**config.mk**
```make
export PLATFORM = sky130hd
export DESIGN_NAME = jtframe_dial_dec_flat
export DESIGN_NICKNAME = d
export VERILOG_FILES = /design/src/rtl/jtframe_dial_dec_pkg.sv /design/src/rtl/jtframe_dial_dec_if.sv /design/src/rtl/jtframe_dial_axis.sv /design/src/rtl/jtframe_dial_dec.sv /design/src/flat_wrapper.sv
export SDC_FILE = /design/constraint.sdc
export NUM_CORES = 1
export LEC_CHECK = 0
export BUFFER_PORTS_ARGS = -buffer_cell sky130_fd_sc_hd__buf_2
export CORE_ASPECT_RATIO = 0.5
export CORE_MARGIN = 2
export CORE_UTILIZATION = 40
export DETAILED_ROUTE_END_ITERATION = 8
export PLACE_DENSITY_LB_ADDON = 0.25
export SLEW_MARGIN = 15
export SYNTH_ARGS = -nofsm -noshare
export SYNTH_HDL_FRONTEND = slang
export SYNTH_SLANG_ARGS = --single-unit
```
**constraint.sdc**
```tcl
create_clock -name clk -period 3.8 [get_ports clk]
set_input_delay 0.19 -clock clk [delete_from_list [all_inputs] [get_ports clk]]
set_output_delay 0.19 -clock clk [all_outputs]
set_load 0.01 [all_outputs]
```
**src/rtl/jtframe_dial_dec_pkg.sv**
```systemverilog
// Shared definitions for the dial quadrature decoder.
//   CW_DEF      default counter width per axis
//   byte_sel_e  encoding of the uln byte-select line
//   axis_sel_e  encoding of the xn_y axis-select line
//   fwd_next()  phase that follows p when turning forward ({B,A}: 0->1->3->2->0)
package jtframe_dial_dec_pkg;
  localparam int CW_DEF = 12;

  typedef enum logic { BYTE_LO = 1'b0, BYTE_HI = 1'b1 } byte_sel_e;
  typedef enum logic { AXIS_X  = 1'b0, AXIS_Y  = 1'b1 } axis_sel_e;

  function automatic logic [1:0] fwd_next(input logic [1:0] p);
    case (p)
      2'd0:    return 2'd1;
      2'd1:    return 2'd3;
      2'd3:    return 2'd2;
      default: return 2'd0;
    endcase
  endfunction
endpackage

```
**src/rtl/jtframe_dial_dec_if.sv**
```systemverilog
// CPU-side byte-read port of the dial decoder (uPD4701 style).
//   cs    read strobe, level          xn_y  axis select (0=X, 1=Y)
//   uln   byte select (0=low, 1=high) dout  registered read data
//   cf    count flag
interface jtframe_dial_dec_if;
  logic       cs;
  logic       xn_y;
  logic       uln;
  logic [7:0] dout;
  logic       cf;

  modport master (output cs, xn_y, uln, input  dout, cf);
  modport slave  (input  cs, xn_y, uln, output dout, cf);
endinterface

```
**src/rtl/jtframe_dial_axis.sv**
```systemverilog
// One dial axis: input synchroniser, previous-phase register, quadrature
// decode and a CW-bit wrap-around position counter.
//   ph       raw {B,A} phases          clr      synchronous counter clear
//   cnt      live counter              moved    legal non-zero step this cycle
//   illegal  both phase bits changed this cycle
module jtframe_dial_axis
  import jtframe_dial_dec_pkg::*;
#(
  parameter int CW   = CW_DEF,
  parameter int SYNC = 2,
  parameter bit INV  = 1'b0
) (
  input  logic          clk,
  input  logic          rst_n,
  input  logic [1:0]    ph,
  input  logic          clr,
  output logic [CW-1:0] cnt,
  output logic          moved,
  output logic          illegal
);
  logic [SYNC-1:0][1:0] sync_q, sync_d;
  logic [1:0]           prev_q, prev_d, cur;
  logic [CW-1:0]        cnt_q, cnt_d;
  logic                 fwd, rev, up, dn;

  assign cur = sync_q[SYNC-1];

  always_comb begin
    sync_d[0] = ph;
    for (int i = 1; i < SYNC; i++) sync_d[i] = sync_q[i-1];
    prev_d  = cur;
    // fwd_next never maps a phase to itself, so "no change" is neither
    fwd     = (cur == fwd_next(prev_q));
    rev     = (prev_q == fwd_next(cur));
    illegal = (cur != prev_q) && !fwd && !rev;
    moved   = fwd | rev;
    up      = INV ? rev : fwd;
    dn      = INV ? fwd : rev;
    cnt_d   = cnt_q;
    if (clr)     cnt_d = '0;
    else if (up) cnt_d = cnt_q + CW'(1);
    else if (dn) cnt_d = cnt_q - CW'(1);
  end

  always_ff @(posedge clk or negedge rst_n) begin
    if (!rst_n) begin
      sync_q <= '0;
      prev_q <= '0;
      cnt_q  <= '0;
    end else begin
      sync_q <= sync_d;
      prev_q <= prev_d;
      cnt_q  <= cnt_d;
    end
  end

  assign cnt = cnt_q;
endmodule

```
**src/rtl/jtframe_dial_dec.sv**
```systemverilog
// Two-axis quadrature dial decoder with a coherent byte-read CPU port.
//   clk, rst_n      clock, async active-low reset
//   dial_x, dial_y  {B,A} phases per axis
//   clr_x, clr_y    synchronous live-counter clears
//   bus             CPU read port (cs, xn_y, uln -> dout, cf)
//   err             one-cycle pulse on an illegal transition on either axis
module jtframe_dial_dec
  import jtframe_dial_dec_pkg::*;
#(
  parameter int CW   = CW_DEF,
  parameter int SYNC = 2,
  parameter int INVX = 0,
  parameter int INVY = 0
) (
  input  logic              clk,
  input  logic              rst_n,
  input  logic [1:0]        dial_x,
  input  logic [1:0]        dial_y,
  input  logic              clr_x,
  input  logic              clr_y,
  jtframe_dial_dec_if.slave bus,
  output logic              err
);
  localparam logic [1:0] INV = {INVY != 0, INVX != 0};

  logic [1:0][1:0]    dial;
  logic [1:0]         clr, moved, illegal;
  logic [1:0][CW-1:0] cnt, snap_q, snap_d;
  logic [CW-1:0]      src;
  logic [7:0]         lo, hi, dout_q, dout_d;
  logic               cs_l_q, cs_rise, cs_fall, cf_q, cf_d, err_q, err_d;

  assign dial = {dial_y, dial_x};
  assign clr  = {clr_y, clr_x};

  for (genvar g = 0; g < 2; g++) begin : g_axis
    jtframe_dial_axis #(.CW(CW), .SYNC(SYNC), .INV(INV[g])) u_axis (
      .clk     (clk),
      .rst_n   (rst_n),
      .ph      (dial[g]),
      .clr     (clr[g]),
      .cnt     (cnt[g]),
      .moved   (moved[g]),
      .illegal (illegal[g])
    );
  end

  always_comb begin
    cs_rise = bus.cs & ~cs_l_q;
    cs_fall = ~bus.cs & cs_l_q;
    snap_d  = cs_rise ? cnt : snap_q;
    // on the rising cycle read straight from the value being captured so
    // data is valid on the very next edge
    src     = snap_d[bus.xn_y];
    lo      = src[7:0];
    hi      = 8'($signed(src[CW-1:8]));
    dout_d  = dout_q;
    if (bus.cs) dout_d = (byte_sel_e'(bus.uln) == BYTE_HI) ? hi : lo;
    // a count in the clearing cycle wins
    cf_d    = (|moved) | (cf_q & ~cs_fall);
    err_d   = |illegal;
  end

  always_ff @(posedge clk or negedge rst_n) begin
    if (!rst_n) begin
      // cs_l starts high so a cs held through reset release is not an edge
      cs_l_q <= 1'b1;
      snap_q <= '0;
      dout_q <= '0;
      cf_q   <= 1'b0;
      err_q  <= 1'b0;
    end else begin
      cs_l_q <= bus.cs;
      snap_q <= snap_d;
      dout_q <= dout_d;
      cf_q   <= cf_d;
      err_q  <= err_d;
    end
  end

  assign bus.dout = dout_q;
  assign bus.cf   = cf_q;
  assign err      = err_q;
endmodule

```
**src/flat_wrapper.sv**
```systemverilog
// flat-port wrapper written by rule: the top's interface ports become plain ports
module jtframe_dial_dec_flat import jtframe_dial_dec_pkg::*;
#(
  parameter int CW   = CW_DEF,
  parameter int SYNC = 2,
  parameter int INVX = 0,
  parameter int INVY = 0
)
  (clk, rst_n, dial_x, dial_y, clr_x, clr_y, err, bus_cs, bus_xn_y, bus_uln, bus_dout, bus_cf);
  jtframe_dial_dec_if bus_i ();
  input  logic clk;
  input  logic rst_n;
  input  logic [1:0] dial_x;
  input  logic [1:0] dial_y;
  input  logic clr_x;
  input  logic clr_y;
  output logic err;
  input wire logic [$bits(bus_i.cs)-1:0] bus_cs;
  input wire logic [$bits(bus_i.xn_y)-1:0] bus_xn_y;
  input wire logic [$bits(bus_i.uln)-1:0] bus_uln;
  output wire logic [$bits(bus_i.dout)-1:0] bus_dout;
  output wire logic [$bits(bus_i.cf)-1:0] bus_cf;
  assign bus_i.cs = bus_cs;
  assign bus_i.xn_y = bus_xn_y;
  assign bus_i.uln = bus_uln;
  assign bus_dout = bus_i.dout;
  assign bus_cf = bus_i.cf;
  jtframe_dial_dec #(.CW(CW), .SYNC(SYNC), .INVX(INVX), .INVY(INVY)) u_core (.clk(clk), .rst_n(rst_n), .dial_x(dial_x), .dial_y(dial_y), .clr_x(clr_x), .clr_y(clr_y), .bus(bus_i), .err(err));
endmodule
```
==> flow_summary.json <==
{
  "nets": 392,
  "core-area_mm2": 0.00883,
  "cts_tree": "yes",
  "synth_enable_flop_cells": 0,
  "power.leakage_nw": 2.02,
  "postCtsSetupBuffers": 0,
  "synthFlopType": "sky130_fd_sc_hd__dfrtp_1",
  "num_vias": 2487,
  "drt_iter0_drc": 139,
  "final.setup.tns_ns": 0,
  "fp.dieArea_mm2": 0.0100,
  "dpl_cell_area_mm2": 0.00391,
  "worstSetupStartpointType": "flop",
  "maxSlewViolCount": 0,
  "post-synth-top-area-cell": "sky130_fd_sc_hd__dfrtp_1",
  "post_synth_instance_area_mm2": 0.00369,
  "status": "finished, final reports clean",
  "irDropWorstVdd_v": 0.000308,
  "cts_made_buffers": 9,
  "cts-htree-levels": 3,
  "drt_pre_antenna_iters": 4,
  "worst_slew_margin_rel_pct": 46.4,
  "route.final.wire_length_mm": 7.07,
  "worstPathArrival_ns": 3.08,
  "grt_first_pass_wirelength_mm": 12.4,
  "drc": 0,
  "post_route_cells_drive_above_1_share_pct": 17.6,
  "fill_cells": 789,
  "maximum_number_of_pins_on_one_net_before_global_route_repair": 38,
  "wire_per_inst_um": 14.7,
  "postSynthAreaPerCell_um2": 11.2,
  "rows": 24,
  "die-height_um": 71.9,
  "worst_clock_skew_ns": 0.00725,
  "numPortBuffers": 20,
  "average_vias_per_placed_instance": 5.17,
  "proportion_of_synthesized_flip_flops_having_asynchronous_set_or_reset_pct": 100,
  "stdcell_area_mm2": 0.00428,
  "least_margin_pin_slew_ns": 0.804,
  "end_kind": "flop",
  "clock_sink_count": 71,
  "max_cap_violation_count": 0,
  "clock-root-buffer": "sky130_fd_sc_hd__clkbuf_16",
  "synth.yosys.seq_area_share_pct": 48.2,
  "min_period_ns": 2.87,
  "number_of_gates_resized_after_cts": 0,
  "finalSetupViolCount": 0,
  "netlist.area_leader.share_pct": 47.5,
  "setup.worst_path.class": "reg -> reg",
  "synth_warnings": 0,
  "multiInputGateArea_mm2": 0.00181,
  "path_clk_slew_ns": 0.06,
  "clock_tree.buffer_depth": 2,
  "ctsHoldBuffers": 5,
  "synth_cell_type_count": 44,
  "grt_setup_unrepaired": "no",
  "antenna_nets_post_route": 0,
  "grt_antenna_before_repair": 0,
  "i_o_pin_count": 21,
  "final-hold-violation-count": 0,
  "synth.top_cells.by_area": "sky130_fd_sc_hd__dfrtp_1 (48%), sky130_fd_sc_hd__ha_1 (6.8%), sky130_fd_sc_hd__mux2_2 (6.4%)",
  "layout.core_utilization_pct": 48.5,
  "power_density_mw_per_mm2": 822,
  "yosys_register_bits": 71,
  "n_antenna_cell": 0,
  "timing.hold.worst.class": "in -> reg",
  "grt.total_usage_pct": 15.5,
  "floorplan.initialDensity_pct": 41.8,
  "syn-instance-count": 329,
  "grt_pass1_vias": 2625,
  "max_freq_mhz": 348,
  "syn-num-nets": 362,
  "fin_crit_sh_pct": 75.6,
  "grt-ovfl-total": 0,
  "area_growth_pct": 16.1,
  "die_x_um": 140,
  "crit_fanout": 13,
  "clock_insertion_delay_worst_skew_ns": 0.33,
  "half_perimeter_wire_length_of_the_detailed_placement_result_mm": 5.29,
  "weighted_congestion_at_the_end_of_routability_driven_global_placement": 0.947,
  "worstPathRequired_ns": 4.01,
  "seq_area_mm2": 0.00178
}
## final cells by class
class,instances,share of cell area [%]
Multi-Input combinational cell,238,42.4
Sequential cell,71,41.5
Clock buffer,11,5.67
Timing Repair Buffer,29,4.21
Tap cell,117,3.42
Clock inverter,5,1.90
Inverter,10,0.877
## cells in the mapped netlist (all sizes together), types with 6 or more instances
cell	number
xnor2	21
o21a	6
dfrtp	70
nand2	6
xor2	7
inv	10
a22o	7
ha	20
a21o	9
mux2i	11
a21oi	14
nor2	49
nor2b	8
mux2	26
## power by group
group / internal [mW] / total [mW] / switching, mW
Combinational: 0.718 / 1.48 / 0.760
Clock: 0.592 / 0.893 / 0.301
Sequential: 0.996 / 1.14 / 0.148
Total: 2.31 / 3.52 / 1.21
## flip-flops by register name, indices dropped and copies added (netlist names)
register,count
u_core.g_axis.u_axis.cnt,24
u_core.snap_q,24
u_core.bus.dout,8
u_core.g_axis.u_axis.cur,4
u_core.g_axis.u_axis.prev_q,4
u_core.g_axis.u_axis.sync_d,4
u_core.bus.cf,1
u_core.cs_l_q,1
u_core.err,1
## layout by cell type, fill, tap and decap left out, types with 5 or more instances in the layout
cell and count:
sky130_fd_sc_hd__a21o_1 9, sky130_fd_sc_hd__a21oi_1 13, sky130_fd_sc_hd__a22o_1 7, sky130_fd_sc_hd__a31oi_1 5, sky130_fd_sc_hd__buf_2 20, sky130_fd_sc_hd__clkbuf_16 9, sky130_fd_sc_hd__dfrtp_1 70, sky130_fd_sc_hd__dlygate4sd3_1 5
sky130_fd_sc_hd__ha_1 20, sky130_fd_sc_hd__inv_1 10, sky130_fd_sc_hd__mux2_1 5, sky130_fd_sc_hd__mux2_2 21, sky130_fd_sc_hd__mux2i_1 11, sky130_fd_sc_hd__nand2_1 6, sky130_fd_sc_hd__nor2_1 49, sky130_fd_sc_hd__nor2b_1 8
sky130_fd_sc_hd__o21a_1 6, sky130_fd_sc_hd__or3_1 5, sky130_fd_sc_hd__xnor2_1 21, sky130_fd_sc_hd__xor2_1 7
## final timing paths
check / from / to / slack (ns) / depth (start not counted)
min: bus_cs / u_core.cs_l_q$_DFF_PN1_ / 0.08 / 1
min in group asynchronous: rst_n / u_core.g_axis[1].u_axis.cnt[4]$_DFFE_PN0P_ / 0.50 / 2
max reg2reg: u_core.g_axis[0].u_axis.prev_q[0]$_DFF_PN0_ / u_core.g_axis[0].u_axis.cnt[11]$_DFFE_PN0P_ / 0.93 / 9
max in group asynchronous: rst_n / u_core.cs_l_q$_DFF_PN1_ / 2.33 / 3
max: u_core.g_axis[0].u_axis.prev_q[0]$_DFF_PN0_ / u_core.g_axis[0].u_axis.cnt[11]$_DFFE_PN0P_ / 0.93 / 9
min reg2reg: u_core.g_axis[1].u_axis.sync_d[2]$_DFF_PN0_ / u_core.g_axis[1].u_axis.cur[0]$_DFF_PN0_ / 0.35 / 0
## routing by layer
metal | vias up | GRT usage (%) | part of all wire [%]
met5 | - | 0 | 0
met4 | 0 | 5.56 | 1.1
met3 | 10 | 4.49 | 3.2
met2 | 34 | 25.7 | 47
met1 | 1212 | 19.9 | 49
li1 | 1231 | - | -
## metrics by stage
step                setup slack (ns)  power (mW)  hold slack [ns]  instances
detailed placement             0.947        2.62            0.301        460
global placement                1.04        2.56            0.300        460
floorplan                       1.21        2.29           -0.106        329
finish                         0.929        3.52           0.0822        481
global route                   0.750        3.77           0.0776        481
CTS                            0.919        3.53           0.0715        481
## critical path, cell delays in order (launching register included)
cell and delay, ns:
sky130_fd_sc_hd__dfrtp_1 0.40, sky130_fd_sc_hd__xnor2_1 0.18, sky130_fd_sc_hd__nand2_1 0.31, sky130_fd_sc_hd__ha_1 0.50, sky130_fd_sc_hd__a211oi_1 0.24, sky130_fd_sc_hd__o21bai_1 0.12
sky130_fd_sc_hd__a21o_1 0.20, sky130_fd_sc_hd__a221oi_2 0.23, sky130_fd_sc_hd__mux2i_1 0.22, sky130_fd_sc_hd__mux2_2 0.35
## cell families (layout without fill, tap and decap cells)
| group | count (synthesis) | count (layout) | share of synthesized area, % |
|---|---|---|---|
| multiplexers | 37 | 37 | 10.9 |
| AO/OA/AOI/OAI | 69 | 69 | 13.6 |
| flip-flops | 71 | 71 | 48.2 |
| buffers and inverters | 20 | 55 | 2.61 |
| XOR/XNOR | 28 | 28 | 6.65 |
| adder cells (fa/ha/maj) | 22 | 22 | 7.87 |
| AND/OR/NAND/NOR | 82 | 82 | 10.1 |
(Power assumes the default switching activity.)
